<file path="src/rtl/led_cmd_parser.sv">
// rtl/led_cmd_parser.sv - parses {CMD, DATA, CHK} byte frames from the UART into LED sel/data registers
module led_cmd_parser #(
  parameter int unsigned TIMEOUT_CYCLES = 10_000_000,
  parameter logic [3:0]  CMD_MARKER     = 4'h5
) (
  input  logic       clk,
  input  logic       reset_n,
  input  logic [7:0] rx_data,
  input  logic       rx_valid,
  output logic [1:0] sel,
  output logic [7:0] data,
  output logic       update,
  output logic       busy,
  output logic       err,
  output logic [1:0] err_code
);

  localparam int unsigned    CNT_W    = $clog2(TIMEOUT_CYCLES + 1);
  localparam logic [CNT_W-1:0] CNT_LAST = CNT_W'(TIMEOUT_CYCLES - 1);

  typedef enum logic [1:0] {
    IDLE     = 2'd0,
    GET_DATA = 2'd1,
    GET_CHK  = 2'd2
  } state_t;

  state_t           state;
  logic [7:0]       cmd;
  logic [7:0]       dat;
  logic [CNT_W-1:0] tcnt;
  logic             timeout_hit;

  // The next idle cycle would make the gap TIMEOUT_CYCLES long.
  assign timeout_hit = (tcnt == CNT_LAST);

  always_ff @(posedge clk or negedge reset_n) begin
    if (!reset_n) begin
      state    <= IDLE;
      cmd      <= 8'h00;
      dat      <= 8'h00;
      tcnt     <= '0;
      sel      <= 2'b00;
      data     <= 8'h00;
      update   <= 1'b0;
      busy     <= 1'b0;
      err      <= 1'b0;
      err_code <= 2'b00;
    end else begin
      update <= 1'b0;
      err    <= 1'b0;
      if (state != IDLE && !rx_valid) begin
        // A received byte always takes priority over the timeout.
        if (timeout_hit) begin
          state    <= IDLE;
          busy     <= 1'b0;
          tcnt     <= '0;
          err      <= 1'b1;
          err_code <= 2'b11;
        end else begin
          tcnt <= tcnt + 1'b1;
        end
      end else begin
        case (state)
          IDLE: begin
            if (rx_valid) begin
              if (rx_data[7:4] == CMD_MARKER) begin
                cmd   <= rx_data;
                state <= GET_DATA;
                busy  <= 1'b1;
                tcnt  <= '0;
              end else begin
                err      <= 1'b1;
                err_code <= 2'b01;
              end
            end
          end
          GET_DATA: begin
            dat   <= rx_data;
            state <= GET_CHK;
            tcnt  <= '0;
          end
          GET_CHK: begin
            state <= IDLE;
            busy  <= 1'b0;
            tcnt  <= '0;
            if (rx_data == (cmd ^ dat)) begin
              sel      <= cmd[1:0];
              data     <= dat;
              err_code <= 2'b00;
              update   <= 1'b1;
            end else begin
              err      <= 1'b1;
              err_code <= 2'b10;
            end
          end
          default: begin
            state <= IDLE;
            busy  <= 1'b0;
            tcnt  <= '0;
          end
        endcase
      end
    end
  end

endmodule

</file>
<file path="config.mk">
export PLATFORM = sky130hd
export DESIGN_NAME = led_cmd_parser
export DESIGN_NICKNAME = d
export VERILOG_FILES = /design/src/rtl/led_cmd_parser.sv
export SDC_FILE = /design/constraint.sdc
export NUM_CORES = 1
export LEC_CHECK = 0
export CAP_MARGIN = 10
export CORE_AREA = 2 2 74 76
export DETAILED_ROUTE_END_ITERATION = 6
export DIE_AREA = 0 0 76 78
export GPL_ROUTABILITY_DRIVEN = 0
export PLACE_DENSITY = 0.77
export RECOVER_POWER = 100
export REMOVE_ABC_BUFFERS = 1
export SYNTH_ARGS = -nofsm -noshare
export SYNTH_HDL_FRONTEND = slang
export SYNTH_SLANG_ARGS = --single-unit
</file>
<file path="constraint.sdc">
create_clock -name clk -period 2.3 [get_ports clk]
set_input_delay 0.46 -clock clk [delete_from_list [all_inputs] [get_ports clk]]
set_output_delay 0.46 -clock clk [all_outputs]
set_load 0.005 [all_outputs]
</file>
==> impl_metrics.py <==
metrics = {
    "critical_path": {
        "path_class": "in -> reg",
        "end_kind": "flop",
        "reg2reg_depth": 7,
        "critPathLaunchType": "input port",
        "path_max_fanout": 6,
        "rrSetupSlack_ps": 110,
        "arrival_ps": 2470,
        "reg2reg_from": "tcnt[1]",
        "cp.required_ps": 2560,
        "crit_slowest_cell": "or4_4",
        "r2r_end": "tcnt[20]",
        "critical_path.cell_chain": "clkdlybuf4s50_1 > and4bb_2 > a21boi_2 > or4_4 > or3_1 > a21oi_1",
        "slowest_delay_ps": 580,
    },
    "sta": {
        "finalHoldViolations": 0,
        "slew_viol_final": 0,
        "fmax_mhz": 452.0,
        "rsz0062_at_grt": "no",
        "finalSetupViolations": 0,
        "timing.final.crit_share_pct": 96.18,
        "finalWorstPathRequiredPeriod_ps": 2212,
        "setup_tns_ps": 0,
        "skew_ps": 7.379,
        "hold-worst-slack_ps": 349.5,
        "slew-limit-headroom_pct": 21.53,
        "worst_slack_ps": 87.76,
        "worstMarginPinSlew_ps": 1177,
    },
    "route": {
        "detail_route.first_pass.iterations": 4,
        "wl_um": 6001,
        "ant_nets": 0,
        "dr.first_iter.drc_count": 84,
        "viasPerCell": 5.608,
        "num_vias": 2131,
        "wl_per_cell_um": 15.79,
        "drc": 0,
    },
    "synth": {
        "synth-edff-count": 0,
        "synth_async_sr_flop_share_pct": 100.0,
        "synth_ff_type": "dfrtp_1",
        "ys_warn_count": 0,
        "yosysUniqueCellTypes": 41,
        "synth.avg_cell_area_um2": 11.00,
        "syn-instance-count": 254,
        "ys_seq_area_share_pct": 51.03,
        "ys_ff_latch": 57,
        "synth_area_um2": 2795,
    },
    "run_status": {
        "status": "complete, no violations",
    },
    "placed_design": {
        "port_buffers": 25,
        "place_ws_ps": -301.2,
        "dpl.hpwl_um": 4288,
        "placed_area_um2": 3294,
        "dp.cells": 365,
    },
    "pwr": {
        "clock_power_share_pct": 35.3,
        "power.leakage_nw": 1.576,
        "power_mw": 2.217,
        "p_sw_mw": 0.5466,
        "cellInternalPower_mw": 1.670,
        "power_density_nw_per_um2": 646.8,
        "ir_drop_uv": 470.9,
        "seqPwrFrac_pct": 50.9,
        "combPwrFrac_pct": 13.9,
        "switching_share_pct": 24.66,
    },
    "floorplanning": {
        "core_area_um2": 5042,
        "rows": 26,
        "die_area_um2": 5928,
        "die_h_um": 78,
        "start_util_pct": 55.43,
        "die_x_um": 76,
        "ios": 26,
    },
    "clock_tree": {
        "post_cts_buffers": 0,
        "cts.clk_slew.worst_paths_ps": 60,
        "cts_tree": "yes",
        "clk_path_buf_depth": 2,
        "cts.htree.levels": 3,
        "insertion_delay_ps": 330,
        "cts_root_buf": "clkbuf_8",
        "numCtsBuffers": 9,
        "cts_sinks": 57,
    },
    "run": {
        "max_cap_viol_count": 0,
    },
    "finish": {
        "areaGrowthSynthToFinish_pct": 22.61,
        "drive_gt1_share_pct": 20.65,
        "fill_cells": 396,
        "antenna_cells": 0,
        "fin_area_um2": 3427,
        "post-route-util_pct": 67.97,
        "nets": 318,
        "instances_no_fill": 380,
    },
    "global_route": {
        "antenna_found_initial": 0,
        "grt_start_max_net_pins": 37,
        "overflow": 0,
        "grt_pass1_wl_um": 10180,
        "grt_usage_pct": 22.58,
        "grt_pass1_vias": 2126,
    },
    "worst_hold_path": {
        "min-delay-path-class": "in -> async",
    },
}
-- power by group through the flow --
stage / registers [mW] / clock network [mW] / logic (mW)
2_1_floorplan: 1.13 / 0 / 0.194
3_3_place_gp: 1.14 / 0 / 0.297
3_5_place_dp: 1.14 / 0 / 0.307
4_1_cts: 1.13 / 0.800 / 0.310
5_1_grt: 1.14 / 0.854 / 0.333
6_report: 1.13 / 0.781 / 0.308
-- placed cells by master, fill, tap and decap left out, types with 3 or more instances in the layout --
cell	instances
dlygate4sd3_1	16
nor2_1	12
xnor3_1	6
and4_1	3
nand4_1	7
and2_1	3
a22o_1	3
or3_1	9
nor2b_1	3
mux2_2	22
xnor2_1	9
buf_4	16
nor3_1	5
nor4_1	5
nand3_1	11
a21oi_1	12
and3_1	4
clkdlybuf4s50_1	8
clkbuf_8	10
a21o_1	4
clkinv_2	4
nand2_1	15
dfrtp_1	57
inv_1	8
clkbuf_1	7
or2_2	4
o21ai_0	22
-- repair_timing --
item	CTS	global route
gates resized for setup	0	3
setup endpoints to repair	0	24
hold buffers	0	0
-- registers in the layout (all words and copies together), names as in the netlist --
name	count
busy	1
cmd	8
dat	8
data	8
err	1
err_code	2
sel	2
state	2
tcnt	24
update	1
-- worst max-delay path, delay by kind of cell --
kind,cells,cell delay (ps)
AND/OR/NAND/NOR,3,1310
buffers and inverters,1,460
AO/OA/AOI/OAI,2,230
-- synth_stat cells (4+ instances only) --
master   number  area (µm²)
dfrtp_1      57        1426
mux2_2       22       247.7
o21ai_0      22       110.1
nand2_1      15       56.30
nor2_1       13       48.80
a21oi_1      12       60.06
nand3_1      11       55.05
or3_1         9       56.30
xnor2_1       9       78.83
inv_1         8       30.03
nand4_1       7       43.79
nor4_1        6       37.54
xnor3_1       6       135.1
nor3_1        5       25.02
a21o_1        4       30.03
and3_1        4       25.02
or2_2         4       25.02
-- layout make-up --
type | count | area (µm²) | share of cell area, %
clock inverters | 4 | 20.02 | 0.5842
well taps | 70 | 87.58 | 2.556
multi-input cells | 181 | 1306 | 38.12
flip-flops and latches | 57 | 1426 | 41.62
clock buffers | 11 | 141.4 | 4.126
inverters | 8 | 30.03 | 0.8762
repair buffers | 49 | 415.4 | 12.12
-- cells by family (layout without fill, tap and decap cells) --
family	count (synthesis)	count (layout)	synth area share, %
AND/OR/NAND/NOR	94	94	18.80
flip-flops	57	57	51.03
AO/OA/AOI/OAI	48	48	10.43
multiplexers	22	22	8.863
XOR/XNOR	16	16	7.968
buffers and inverters	16	72	2.462
adder cells (fa/ha/maj)	1	1	0.4476
-- routing by layer --
metal	part of all wire (%)	vias to the layer above	track usage, %
met5	0	-	0
met4	2.6	0	11.45
met3	3.7	12	5.465
met2	47	49	35.09
met1	47	1043	29.81
li1	-	1027	-
-- how the worst max path moves through the flow --
stage                           from       end  slack [ps]  cells past startpoint
after floorplan              tcnt[0]  tcnt[11]         180                      6
after global placement    rx_data[7]  tcnt[20]        -220                      6
after detailed placement  rx_data[7]  tcnt[20]        -300                      6
after CTS                    tcnt[1]  tcnt[20]          40                      7
after global routing      rx_data[7]  tcnt[19]          10                      7
final                     rx_data[7]  tcnt[20]          90                      6
(Power assumes the default switching activity.)
